[src/rtl/alu_bist_driver.sv]
// Self-test host for the 8-bit ALU: drives LFSR operands and every opcode, one vector
// at a time, and compacts the results and flags into a 16-bit MISR signature.
module alu_bist_driver #(
  parameter int          OPW     = 3,
  parameter int          NUM_VEC = 256,
  parameter int          ALU_LAT = 1,
  parameter logic [15:0] SEED    = 16'hACE1,
  parameter logic [15:0] GOLDEN  = 16'h0000
) (
  input  logic           clk,
  input  logic           rst_n,
  input  logic           start,
  input  logic           abort,
  output logic [7:0]     alu_a,
  output logic [7:0]     alu_b,
  output logic [OPW-1:0] alu_op,
  output logic           alu_valid,
  input  logic [7:0]     alu_y,
  input  logic [3:0]     alu_flags,
  output logic           busy,
  output logic           done,
  output logic           pass,
  output logic [15:0]    signature
);

  localparam int WCW = (ALU_LAT > 1) ? $clog2(ALU_LAT) : 1;

  typedef enum logic [1:0] {IDLE, ISSUE, WAIT, DONE} state_t;

  state_t         state, state_nx;
  logic [15:0]    lfsr, sig, vec_cnt;
  logic [WCW-1:0] wait_cnt;

  logic        start_run, capture, last;
  logic [15:0] lfsr_nx, sig_nx, vec_cnt_inc;

  function automatic logic [15:0] lfsr_step(input logic [15:0] l);
    return {l[14:0], l[15] ^ l[13] ^ l[12] ^ l[10]};
  endfunction

  function automatic logic [15:0] misr_step(input logic [15:0] s, input logic [3:0] f,
                                            input logic [7:0] y);
    return {s[14:0], s[15] ^ s[14] ^ s[12] ^ s[3]} ^ {4'h0, f, y};
  endfunction

  assign lfsr_nx     = lfsr_step(lfsr);
  assign sig_nx      = misr_step(sig, alu_flags, alu_y);
  assign vec_cnt_inc = vec_cnt + 16'd1;
  assign last        = (vec_cnt == 16'(NUM_VEC - 1));
  assign start_run   = ((state == IDLE) || (state == DONE)) && start;
  // abort beats the capture scheduled for the same edge
  assign capture     = !abort && (((state == ISSUE) && (ALU_LAT == 0)) ||
                                  ((state == WAIT) && (wait_cnt == '0)));
  assign signature   = sig;

  always_comb begin
    state_nx = state;
    case (state)
      IDLE, DONE: if (start) state_nx = ISSUE;
      ISSUE: begin
        if (abort)              state_nx = IDLE;
        else if (ALU_LAT != 0)  state_nx = WAIT;
        else if (last)          state_nx = DONE;
      end
      WAIT: begin
        if (abort)                  state_nx = IDLE;
        else if (wait_cnt == '0)    state_nx = last ? DONE : ISSUE;
      end
      default: state_nx = IDLE;
    endcase
  end

  always_ff @(posedge clk or negedge rst_n) begin
    if (!rst_n) state <= IDLE;
    else        state <= state_nx;
  end

  always_ff @(posedge clk or negedge rst_n) begin
    if (!rst_n) begin
      lfsr      <= SEED;
      sig       <= 16'hFFFF;
      vec_cnt   <= '0;
      wait_cnt  <= '0;
      alu_a     <= '0;
      alu_b     <= '0;
      alu_op    <= '0;
      alu_valid <= 1'b0;
      busy      <= 1'b0;
      done      <= 1'b0;
      pass      <= 1'b0;
    end else begin
      alu_valid <= (state_nx == ISSUE);
      if (start_run) begin
        lfsr    <= SEED;
        sig     <= 16'hFFFF;
        vec_cnt <= '0;
        alu_a   <= SEED[7:0];
        alu_b   <= SEED[15:8];
        alu_op  <= '0;
        busy    <= 1'b1;
        done    <= 1'b0;
        pass    <= 1'b0;
      end else if (busy && abort) begin
        busy <= 1'b0;
      end else begin
        if ((state == ISSUE) && (ALU_LAT != 0)) wait_cnt <= WCW'(ALU_LAT - 1);
        else if (state == WAIT)                 wait_cnt <= wait_cnt - 1'b1;
        if (capture) begin
          sig     <= sig_nx;
          lfsr    <= lfsr_nx;
          vec_cnt <= vec_cnt_inc;
          alu_a   <= lfsr_nx[7:0];
          alu_b   <= lfsr_nx[15:8];
          alu_op  <= vec_cnt_inc[OPW-1:0];
          if (last) begin
            busy <= 1'b0;
            done <= 1'b1;
            pass <= (sig_nx == GOLDEN);
          end
        end
      end
    end
  end

endmodule

[config.mk]
export PLATFORM = sky130hd
export DESIGN_NAME = alu_bist_driver
export DESIGN_NICKNAME = d
export VERILOG_FILES = /design/src/rtl/alu_bist_driver.sv
export SDC_FILE = /design/constraint.sdc
export NUM_CORES = 1
export LEC_CHECK = 0
export ABC_AREA = 1
export ABC_CLOCK_PERIOD_IN_PS = 2100
export CORE_MARGIN = 5
export CORE_UTILIZATION = 53
export CTS_CLUSTER_SIZE = 14
export DETAILED_ROUTE_END_ITERATION = 8
export MAX_ROUTING_LAYER = met4
export PLACE_DENSITY_LB_ADDON = 0.12
export REMOVE_ABC_BUFFERS = 1
export SLEW_MARGIN = 15
export SYNTH_ARGS = -nofsm -noshare
export SYNTH_HDL_FRONTEND = slang
export SYNTH_SLANG_ARGS = --single-unit
[constraint.sdc]
create_clock -name clk -period 2.1 [get_ports clk]
set_input_delay 0.21 -clock clk [delete_from_list [all_inputs] [get_ports clk]]
set_output_delay 0.21 -clock clk [all_outputs]
set_load 0.03 [all_outputs]
-- After elaboration in Yosys (flattened, before gate mapping)
Index checks and enable logic that the tools add are counted.
- logic and storage cells: 86
- bits of input ports: 16
- register bits: 74
- add/sub/neg operators: 2
- mux-type cells: 38
- reductions and logical operators: 18
- bitwise gates (word level): 10
- equality and inequality tests: 6
- operator list (operator ; count):
    2-to-1 mux 16 bit ; 9
    2-to-1 mux 8 bit ; 6
    adder 16 x 1 -> 16 bit, second input constant ; 1
    equality test 16 x 8 -> 1 bit, second input constant ; 1
    logical NOT 16 bit ; 1
    bitwise XOR 16 x 12 -> 16 bit ; 1
    2-to-1 mux 1 bit ; 14
    2-to-1 mux 2 bit ; 5
    2-to-1 mux 3 bit ; 3
    case mux 2 bit (3 select lines) ; 1
    AND reduction 3 bit ; 2
    nonzero test 2 bit ; 3
    nonzero test 3 bit ; 2
    bitwise XOR 1 bit ; 6
    equality test 2 x 1 -> 1 bit, second input constant ; 2
    equality test 2 bit, second input constant ; 2
    logical AND 1 bit ; 4
    AND reduction 2 bit ; 2
    inverter 1 bit ; 3
    logical NOT 2 bit ; 1
    inequality test 2 bit, second input constant ; 1
    OR reduction 2 bit ; 1
    logical NOT 1 bit ; 1
    logical OR 1 bit ; 1
    subtractor 1 bit, second input constant ; 1

-- Logic depth before layout (Yosys ltp)
Gate-level depths: netlist of run 1.
- depth after elaboration: 9
- mapped depth: 11
- depth with buffers taken out: 11

-- Worst setup path after synthesis of run 1
Ideal clock, no wire load.
- kind: register -> register
- start point: reg state[0]
- end point: reg alu_a[5]
- required time: 1.972 ns
- stages on the path, launching flop included: 8
- buffers on the path: 1
- clock period less this slack: 1.535 ns
- data arrival time: 1.407 ns
- setup time: 0.128 ns
- setup slack: 0.565 ns
- cells stage by stage: dfrtp_1 > inv_1 > ha_1 > nand2_1 > inv_2 > buf_2 > o21ai_0 > nand2_1
- cells in the longest elaborated chain, start to end: 5
- ends and longest elaborated chain (what ; RTL line ; text):
    from (decl) ; 30 ; state_t state, state_nx;
    from (signal assigned) ; 75 ; else state <= state_nx;
    equality test 2 bit, or another cell as far along ; 50 ; assign start_run = ((state == IDLE) || (state == DONE)) && start;
    logical OR 1 bit / logical AND 1 bit (equally long branches) ; 50, 53 ;
    logical AND 1 bit, on equally long branches ; 50, 52 ;
    inequality test 2 bit (no source line) / nonzero test 2 bit (equally long branches) ; - ;
    AND reduction 2 bit (no source line) ; - ;
    to (signal assigned) ; 97 ; alu_a <= SEED[7:0];
    to (signal assigned) ; 112 ; alu_a <= lfsr_nx[7:0];
    to (decl) ; 14 ; output logic [7:0] alu_a,
Parallel ways exist; a longest one is shown, timed or not.
A chain may end at the register's enable or synchronous reset.

-- Worst setup path after layout of run 1
- start point: reg sig[3] (netlist: signature[3])
- end point: out signature[3]
- RTL lines (what ; RTL line ; text):
    from (decl) ; 31 ; logic [15:0] lfsr, sig, vec_cnt;
    from (signal assigned) ; 109 ; sig <= sig_nx;
    to (decl) ; 23 ; output logic [15:0] signature
No word-level cell between the ends.

==> reports/metrics.cfg, run 1 <==
[job]
cap_violations = 0

[worst_setup_path]
crit_buf_inv = 1
crit_slowest_cell = clkdlybuf4s50_1
arrival_ns = 1.58
worst_ep_required_time_ns = 1.89
crit_path_start = signature[3]
worst_setup_path_end_kind = output pin
path_max_fanout = 4
worst_setup_path_start_kind = register
reg2reg_depth = 9
cp_top_family = buffers and inverters
r2r_setup_slack_ns = 0.33
worstSetupPathType = register to output pin
r2r-start = state[0]
crit_chain = clkdlybuf4s50_1
r2r-end = signature[1]
max_stage_delay_ns = 0.68
cp.depth = 1

[sta]
fin_crit_ns = 1.79
fmax_ghz = 0.559
rsz0062_at_grt = false
fin_crit_sh_pct = 85.2
slew_violations = 0
setup_violations = 0
slew_headroom_pct = 61.7
worst_slew_pin_slew_ns = 0.575
hold_viol = 0
layout_setup_ws_ns = 0.311
skew_ns = 0.00762
finalSetupTns_ns = 0

[clock_network]
ctsLongestPathBuffers = 2
clk_pin_slew_ns = 0.07
cts_made_buffers = 9
insertion_delay_ns = 0.33
cts_tree = built
clock-sinks = 63
post-cts-setup-buffers = 0
htreeDepth = 3
root_buffer = clkbuf_8

[status]
status = completed

[logic_synthesis]
synthTopCellsByArea = dfrtp_1 (31%), dfstp_2 (20%), nand2_1 (12%)
ys_seq_area_share_pct = 51.8
synth_common_cells = nand2_1 (97), inv_1 (44), dfrtp_1 (39)
synth_top_area_cell = dfrtp_1
syn_area_mm2 = 0.00310
synthCells = 368
syn-mean-instance-area_um2 = 8.44
yosysMostFrequentCell = nand2_1
ys_ff_latch = 63
yosys_warnings = 0
ys.flop_type = dfrtp_1
synth-edff-count = 0
async_flop_share_pct = 100
netlist.area_leader.share_pct = 31.4
ys_types = 35

[placed_design]
placed_area_mm2 = 0.00364
dp_hpwl_um = 4710
detailedPlace.worstSlack_ns = 0.285
io_buffer_count = 54
gp_congestion = 0.878

[power_and_ir_drop]
p_per_area_mw_per_mm2 = 1090
p_leak_nw = 1.85
ir_worst_vdd_v = 0.000894

[cells_and_area]
diodes = 0
final_cell_area_mm2 = 0.00386
nets = 438
drive_gt1_share_pct = 13.4
area_delta_synth_final_pct = 24.2
fillCellCount = 461

[floorplanning]
start_util_pct = 55.4
rows = 27
io_pins = 55
die_h_um = 86.5
die_width_um = 86.5
die_area_mm2 = 0.00749
coreArea_mm2 = 0.00561

[detailed_routing]
drcViolationCount = 0
drt_iter0_markers = 139
routed_wl_um = 6500
firstDrtPassIters = 4
vias = 2479
antenna_left = 0
wl_per_cell_um = 13.1
viasPerCell = 5.00

[global_routing]
grt_pass1_wl_um = 10800
grt_overflow = 0
first_global_vias = 2427
antenna_found_initial = 0
track_usage_pct = 18.9
grt_max_degree = 40

[hold_path]
min_path_type = primary input to async pin

## cells in the final DEF (no fill, tap or decap), types with 4 or more instances in the layout
| cell type | instances |
|---|---|
| o21ai_0 | 15 |
| o22ai_1 | 4 |
| clkdlybuf4s50_1 | 53 |
| a22oi_1 | 11 |
| a21oi_1 | 14 |
| buf_4 | 4 |
| nand2_1 | 97 |
| clkbuf_8 | 9 |
| dfrtp_1 | 39 |
| nand4_1 | 4 |
| o21ai_1 | 9 |
| nor2_1 | 38 |
| xor2_1 | 5 |
| nand3_1 | 9 |
| dfstp_2 | 24 |
| inv_1 | 44 |
| inv_2 | 5 |
## stage by stage
stage	util [%]	hold slack [ns]	total power, W	cells
final	68.8	0.415	0.00422	496
after global routing	68.8	0.463	0.00448	496
after CTS	68.8	0.427	0.00425	496
after detailed placement	64.9	0.245	0.00313	479
after global placement	64.9	0.240	0.00310	479
after floorplan	-	-0.0856	0.00256	348
## cells by family (layout without fill, tap and decap cells)
group                    Yosys count  count (layout)  share of synthesized area (%)
flip-flops                        63              63                           51.8
buffers and inverters             69             125                           10.4
AO/OA/AOI/OAI                     63              63                           12.1
adder cells (fa/ha/maj)            3               3                           1.21
AND/OR/NAND/NOR                  163             163                           22.6
XOR/XNOR                           7               7                           1.98
## power by group
| group | total, W | leakage (nW) | switching [W] | internal (W) |
|---|---|---|---|---|
| Sequential | 0.00167 | 0.750 | 0.000157 | 0.00151 |
| Clock | 0.00111 | 0.104 | 0.000447 | 0.000666 |
| Combinational | 0.00144 | 0.999 | 0.000907 | 0.000533 |
## area by class of cell
type | count | area, um^2 | area share, %
flip-flops and latches | 63 | 1610 | 41.7
multi-input cells | 236 | 1170 | 30.5
repair buffers | 60 | 596 | 15.4
inverters | 49 | 184 | 4.77
clock buffers | 12 | 135 | 3.50
well taps | 72 | 90.1 | 2.34
clock inverters | 4 | 70.1 | 1.82
## how the worst max path moves through the flow
stage                     slack (ns)            to
after floorplan                 0.07   vec_cnt[15]
after global placement          0.32  signature[3]
after detailed placement        0.28  signature[1]
after CTS                       0.30  signature[3]
after global routing            0.18  signature[4]
final                           0.31  signature[3]
## routing by layer
| layer | GRT usage, % | part of all wire (%) | up-vias |
|---|---|---|---|
| met2 | 30.8 | 48 | 54 |
| met3 | 3.42 | 4.7 | 6 |
| met5 | - | 0 | - |
| met4 | 6.80 | 1.2 | 0 |
| met1 | 23.6 | 47 | 1157 |
| li1 | - | - | 1262 |
## what timing repair did
item / in CTS / in global routing
gates resized for setup: 0 / 0
hold buffers: 1 / 0
hold endpoints to repair: 14 / 0
## registers in the layout (all words and copies together) (netlist names)
signal	flops
lfsr	8
alu_valid	1
signature	16
pass	1
vec_cnt	14
alu_op	2
done	1
alu_b	8
alu_a	8
busy	1
state	2
wait_cnt	1
(Power assumes the default switching activity.)
==> run 2: changes to the inputs <==
--- a/config.mk
+++ b/config.mk
@@ -8,12 +8,14 @@
 export ABC_AREA = 1
 export ABC_CLOCK_PERIOD_IN_PS = 2100
 export CORE_MARGIN = 5
-export CORE_UTILIZATION = 53
+export CORE_UTILIZATION = 60
 export CTS_CLUSTER_SIZE = 14
 export DETAILED_ROUTE_END_ITERATION = 8
+export DONT_BUFFER_PORTS = 1
 export MAX_ROUTING_LAYER = met4
 export PLACE_DENSITY_LB_ADDON = 0.12
 export REMOVE_ABC_BUFFERS = 1
+export SKIP_CTS_REPAIR_TIMING = 1
 export SLEW_MARGIN = 15
 export SYNTH_ARGS = -nofsm -noshare
 export SYNTH_HDL_FRONTEND = slang
==> reports/metrics.cfg, run 2 (synthesized netlist as in run 1, its figures left out) <==
[sta]
hold_viol = 0  ; unchanged
worst_slew_pin_slew_ns = 0.401  ; was 0.575 ns
setup_violations = 0  ; unchanged
hold_slack_ns = 0.0564  ; was 0.415 ns
slew_headroom_pct = 73.3  ; was 61.7%
finalSetupTns_ns = 0  ; unchanged
fin_crit_ns = 1.95  ; was 1.79 ns
layout_setup_ws_ns = 0.151  ; was 0.311 ns
skew_ns = 0.00949  ; was 0.00762 ns
fin_crit_sh_pct = 92.8  ; was 85.2%
fmax_ghz = 0.513  ; was 0.559 GHz
slew_violations = 0  ; unchanged
rsz0062_at_grt = false  ; unchanged

[worst_setup_path]
worst_path_most_repeated_cell = inv_2
cp_top_family = simple AND/OR/NAND/NOR gates  ; was buffers and inverters
max_stage_delay_ns = 0.40  ; was 0.68 ns
crit_slowest_cell = dfrtp_1  ; was clkdlybuf4s50_1
r2r-end = signature[3]  ; was signature[1]
cp.depth = 7  ; was 1
r2r-start = state[0]  ; unchanged
reg2reg_depth = 7  ; was 9
crit_chain = inv_1, ha_1, nand2_1, inv_2, nor2_8, inv_2, o22a_1  ; was clkdlybuf4s50_1
worst_ep_required_time_ns = 2.37  ; was 1.89 ns
worst_setup_path_start_kind = register  ; unchanged
crit_buf_inv = 3  ; was 1
path_max_fanout = 15  ; was 4
arrival_ns = 2.22  ; was 1.58 ns
worstSetupPathType = register to register  ; was register to output pin
r2r_setup_slack_ns = 0.15  ; was 0.33 ns
worst_setup_path_end_kind = register  ; was output pin

[hold_path]
hp-start = alu_flags[2]
hold_path_end = signature[10]
min_path_cells = 3
min_path_type = primary input to register  ; was primary input to async pin

[cells_and_area]
finalNonFillerCells = 441  ; was 496
drive_gt1_share_pct = 15.9  ; was 13.4%
final_common_cell = nand2_1  ; unchanged
largest_reg_flops = 16  ; unchanged
area_delta_synth_final_pct = 7.50  ; was 24.2%
diodes = 0  ; unchanged
nets = 385  ; was 438
fillCellCount = 441  ; was 461
layout_common_cells = nand2_1 (97), inv_1 (44), dfrtp_1 (39)  ; was nand2_1 (97), clkdlybuf4s50_1 (53), inv_1 (44)

[global_routing]
track_usage_pct = 21.5  ; was 18.9%
grt_max_degree = 64  ; was 40
grt_pass1_wl_um = 10600  ; was 10800 um
grt_overflow = 0  ; unchanged
first_global_vias = 2268  ; was 2427
antenna_found_initial = 0  ; unchanged

[clock_network]
ctsLongestPathBuffers = 2  ; unchanged
htreeDepth = 3  ; unchanged
cts_tree = built  ; unchanged
clock-sinks = 63  ; unchanged
root_buffer = clkbuf_8  ; unchanged
insertion_delay_ns = 0.34  ; was 0.33 ns
cts_made_buffers = 9  ; unchanged
clk_pin_slew_ns = 0.07  ; about the same

[floorplanning]
start_util_pct = 61.2  ; was 55.4%
die_area_mm2 = 0.00671  ; was 0.00749 mm^2
die_width_um = 81.9  ; was 86.5 um
rows = 26  ; was 27
io_pins = 55  ; unchanged
coreArea_mm2 = 0.00507  ; was 0.00561 mm^2
die_h_um = 81.9  ; was 86.5 um

[detailed_routing]
vias = 2308  ; was 2479
firstDrtPassIters = 4  ; unchanged
antenna_left = 0  ; unchanged
viasPerCell = 5.23  ; was 5.00
wl_per_cell_um = 14.1  ; was 13.1 um
drcViolationCount = 0  ; unchanged
drt_iter0_markers = 128  ; was 139
routed_wl_um = 6200  ; was 6500 um

[status]
status = completed  ; unchanged

[job]
cap_violations = 0  ; unchanged

[power_and_ir_drop]
p_per_area_mw_per_mm2 = 1180  ; was 1090 mW/mm^2
p_leak_nw = 1.64  ; was 1.85 nW
ir_worst_vdd_v = 0.000654  ; was 0.000894 V

[placed_design]
placedCellCount = 423  ; was 479
gp_congestion = 0.842  ; was 0.878
io_buffer_count = 0  ; was 54
detailedPlace.worstSlack_ns = 0.193  ; was 0.285 ns
dp_hpwl_um = 4280  ; was 4710 um

run 2: cell types whose count changed in the layout (fill, tap and decap cells not counted), moves of 2 or more:
cell	change
clkdlybuf4s50_1	-53
clkbuf_8	+2
clkbuf_1	-2
clkinv_2	-2
clkinvlp_4	+2
run 2: worst max path at each step:
| stage | startpoint | end | slack (ns) |
|---|---|---|---|
| 2_1_floorplan | state[0] | vec_cnt[15] | 0.07 |
| 3_3_place_gp | state[0] | signature[3] | 0.25 |
| 3_5_place_dp | state[0] | signature[3] | 0.19 |
| 4_1_cts | state[0] | signature[3] | 0.16 |
| 5_1_grt | state[0] | signature[4] | 0.03 |
| 6_report | state[0] | signature[3] | 0.15 |
run 2: stage by stage:
step	power (W)	area (um^2)	util, %
floorplan	0.00256	2970	-
global placement	0.00281	3090	60.9
detailed placement	0.00283	3090	60.9
CTS	0.00392	3300	65.0
global route	0.00418	3340	65.8
finish	0.00392	3340	65.8
run 2: cell type report:
class	count	area, um^2	share of cell area (%)
Multi-Input combinational cell	236	1170	35.2
Sequential cell	63	1610	48.1
Inverter	49	184	5.51
Timing Repair Buffer	7	75.1	2.25
Clock inverter	4	53.8	1.61
Clock buffer	12	155	4.65
Tap cell	70	87.6	2.62
run 2: power breakdown:
| group | internal [W] | switching (W) | total [W] |
|---|---|---|---|
| combinational | 0.000308 | 0.000626 | 0.000933 |
| clock | 0.000615 | 0.000470 | 0.00109 |
| sequential | 0.00151 | 0.000394 | 0.00190 |
run 2: layer usage:
layer | GRT usage (%) | part of all wire [%] | up-vias
met5 | - | 0 | -
li1 | - | - | 1159
met4 | 6.15 | 1.5 | 0
met3 | 8.55 | 8.4 | 10
met1 | 27.4 | 45 | 1075
met2 | 31.7 | 45 | 64
run 2: tightest hold or removal path, stage by stage:
cell	delay [ns]
nand2_1	0.03
nand2_1	0.07
a22oi_1	0.08
==> run 3: changes to the inputs <==
--- a/config.mk
+++ b/config.mk
@@ -13,7 +13,7 @@
 export DETAILED_ROUTE_END_ITERATION = 8
 export DONT_BUFFER_PORTS = 1
 export MAX_ROUTING_LAYER = met4
-export PLACE_DENSITY_LB_ADDON = 0.12
+export PLACE_DENSITY = 0.75
 export REMOVE_ABC_BUFFERS = 1
 export SKIP_CTS_REPAIR_TIMING = 1
 export SLEW_MARGIN = 15
==> reports/metrics.cfg, run 3 (synthesized netlist as in run 1, its figures left out) <==
[sta]
slew_violations = 0  ; unchanged
finalSetupTns_ns = 0  ; unchanged
worst_slew_pin_slew_ns = 0.426  ; was 0.401 ns
fmax_ghz = 0.533  ; was 0.513 GHz
skew_ns = 0.00722  ; was 0.00949 ns
setup_violations = 0  ; unchanged
slew_headroom_pct = 71.6  ; was 73.3%
fin_crit_ns = 1.88  ; was 1.95 ns
hold_viol = 0  ; unchanged
hold_slack_ns = 0.0625  ; was 0.0564 ns
fin_crit_sh_pct = 89.3  ; was 92.8%
rsz0062_at_grt = false  ; unchanged

[power_and_ir_drop]
combPwrFrac_pct = 22.5  ; was 23.8%
p_sw_w = 0.00150  ; was 0.00149 W
p_seq_share_pct = 45.7  ; was 48.5%
clkPwrFrac_pct = 31.8  ; was 27.7%
p_int_w = 0.00267  ; was 0.00243 W
p_leak_nw = 1.68  ; was 1.64 nW
ir_worst_vdd_v = 0.000845  ; was 0.000654 V
p_per_area_mw_per_mm2 = 1230  ; was 1180 mW/mm^2
swShare_pct = 36.0  ; was 38.0%

[detailed_routing]
drcViolationCount = 0  ; unchanged
viasPerCell = 5.26  ; was 5.23
drt_iter0_markers = 150  ; was 128
antenna_left = 0  ; unchanged
wl_per_cell_um = 14.1  ; about the same
firstDrtPassIters = 5  ; was 4
vias = 2326  ; was 2308
routed_wl_um = 6250  ; was 6200 um

[worst_setup_path]
max_stage_delay_ns = 0.41  ; was 0.40 ns
r2r_setup_slack_ns = 0.22  ; was 0.15 ns
path_max_fanout = 18  ; was 15
worst_path_most_repeated_cell = o21ai_0  ; was inv_2
worst_ep_required_time_ns = 2.36  ; was 2.37 ns
worstSetupPathType = register to register  ; unchanged
worst_setup_path_end_kind = register  ; unchanged
crit_slowest_cell = dfrtp_1  ; unchanged
crit_chain = inv_1, ha_1, inv_2, nor2_1, nand2_1, nand2_2, buf_4, o21ai_0, o21ai_0  ; was inv_1, ha_1, nand2_1, inv_2, nor2_8, inv_2, o22a_1
worst_setup_path_start_kind = register  ; unchanged
crit_buf_inv = 3  ; unchanged
arrival_ns = 2.14  ; was 2.22 ns
cp_top_family = simple AND/OR/NAND/NOR gates  ; unchanged

[placed_design]
io_buffer_count = 0  ; unchanged
dp_hpwl_um = 4390  ; was 4280 um
gp_congestion = 0.872  ; was 0.842
placed_area_mm2 = 0.00310  ; was 0.00309 mm^2

[cells_and_area]
diodes = 0  ; unchanged
final_cell_area_mm2 = 0.00339  ; was 0.00334 mm^2
fillCellCount = 438  ; was 441
layout_common_cells = nand2_1 (97), inv_1 (44), dfrtp_1 (39)  ; unchanged
final_common_cell = nand2_1  ; unchanged
area.sequential_mm2 = 0.00161  ; unchanged
multiInputGateArea_mm2 = 0.00117  ; unchanged
nets = 386  ; was 385
largest_reg_flops = 16  ; unchanged
drive_gt1_share_pct = 16.4  ; was 15.9%
area_delta_synth_final_pct = 9.23  ; was 7.50%

[floorplanning]
start_util_pct = 61.2  ; unchanged
die_width_um = 81.9  ; unchanged
rows = 26  ; unchanged
die_h_um = 81.9  ; unchanged
die_area_mm2 = 0.00671  ; unchanged
coreArea_mm2 = 0.00507  ; unchanged
io_pins = 55  ; unchanged

[clock_network]
htreeDepth = 3  ; unchanged
ctsLongestPathBuffers = 2  ; unchanged
cts_made_buffers = 9  ; unchanged
root_buffer = clkbuf_8  ; unchanged
clock-sinks = 63  ; unchanged
cts_tree = built  ; unchanged
clk_pin_slew_ns = 0.07  ; about the same
insertion_delay_ns = 0.34  ; about the same

[hold_path]
min_path_type = primary input to register  ; unchanged

[global_routing]
grt_pass1_wl_um = 10400  ; was 10600 um
grt_max_degree = 64  ; unchanged
antenna_found_initial = 0  ; unchanged
track_usage_pct = 21.2  ; was 21.5%
grt_overflow = 0  ; unchanged
first_global_vias = 2253  ; was 2268

[job]
cap_violations = 0  ; unchanged

[status]
status = completed  ; unchanged

[run 3: routing by layer]
metal | GRT usage (%) | wire length [um] | up-vias | share of wire [%]
li1 | - | - | 1163 | -
met1 | 26.3 | 2730 | 1078 | 44
met2 | 32.3 | 2950 | 74 | 47
met3 | 5.04 | 459 | 11 | 7.3
met4 | 11.1 | 113 | 0 | 1.8
met5 | - | 0 | - | 0
[run 3: worst paths after layout]
check | start | endpoint | depth (start not counted)
setup / recovery | state[0] | lfsr[13] | 9
hold / removal | alu_flags[1] | signature[9] | 3
setup reg to reg | state[0] | lfsr[13] | 9
hold reg to reg | lfsr[5] | lfsr[5] | 2
max in group asynchronous | rst_n | signature[4] | 2
min in group asynchronous | rst_n | alu_a[1] | 2
[run 3: power by group through the flow]
stage               Combinational, W  Sequential [W]  Clock, W
finish                      0.000941         0.00191   0.00133
global route                 0.00107         0.00194   0.00140
CTS                         0.000915         0.00191   0.00135
detailed placement          0.000904         0.00193         0
global placement            0.000881         0.00193         0
floorplan                   0.000655         0.00190         0
[run 3: cell type report]
type	instances	share of cell area, %
repair buffers	8	2.44
clock buffers	11	4.46
inverters	49	5.42
well taps	70	2.58
flip-flops and latches	63	47.4
multi-input cells	236	34.6
clock inverters	5	3.06
[run 3: stage by stage]
step	instances	worst slack [ns]	util (%)	total power, W
floorplan	348	0.0747	-	0.00256
global placement	424	0.248	61.0	0.00281
detailed placement	424	0.239	61.0	0.00283
CTS	440	0.232	66.1	0.00417
global route	442	0.0647	66.8	0.00441
finish	442	0.225	66.8	0.00418
[run 3: tightest hold or removal path, cell delays in order]
cell	delay (ns)
nand2_1	0.03
nand2_1	0.08
a22oi_1	0.08
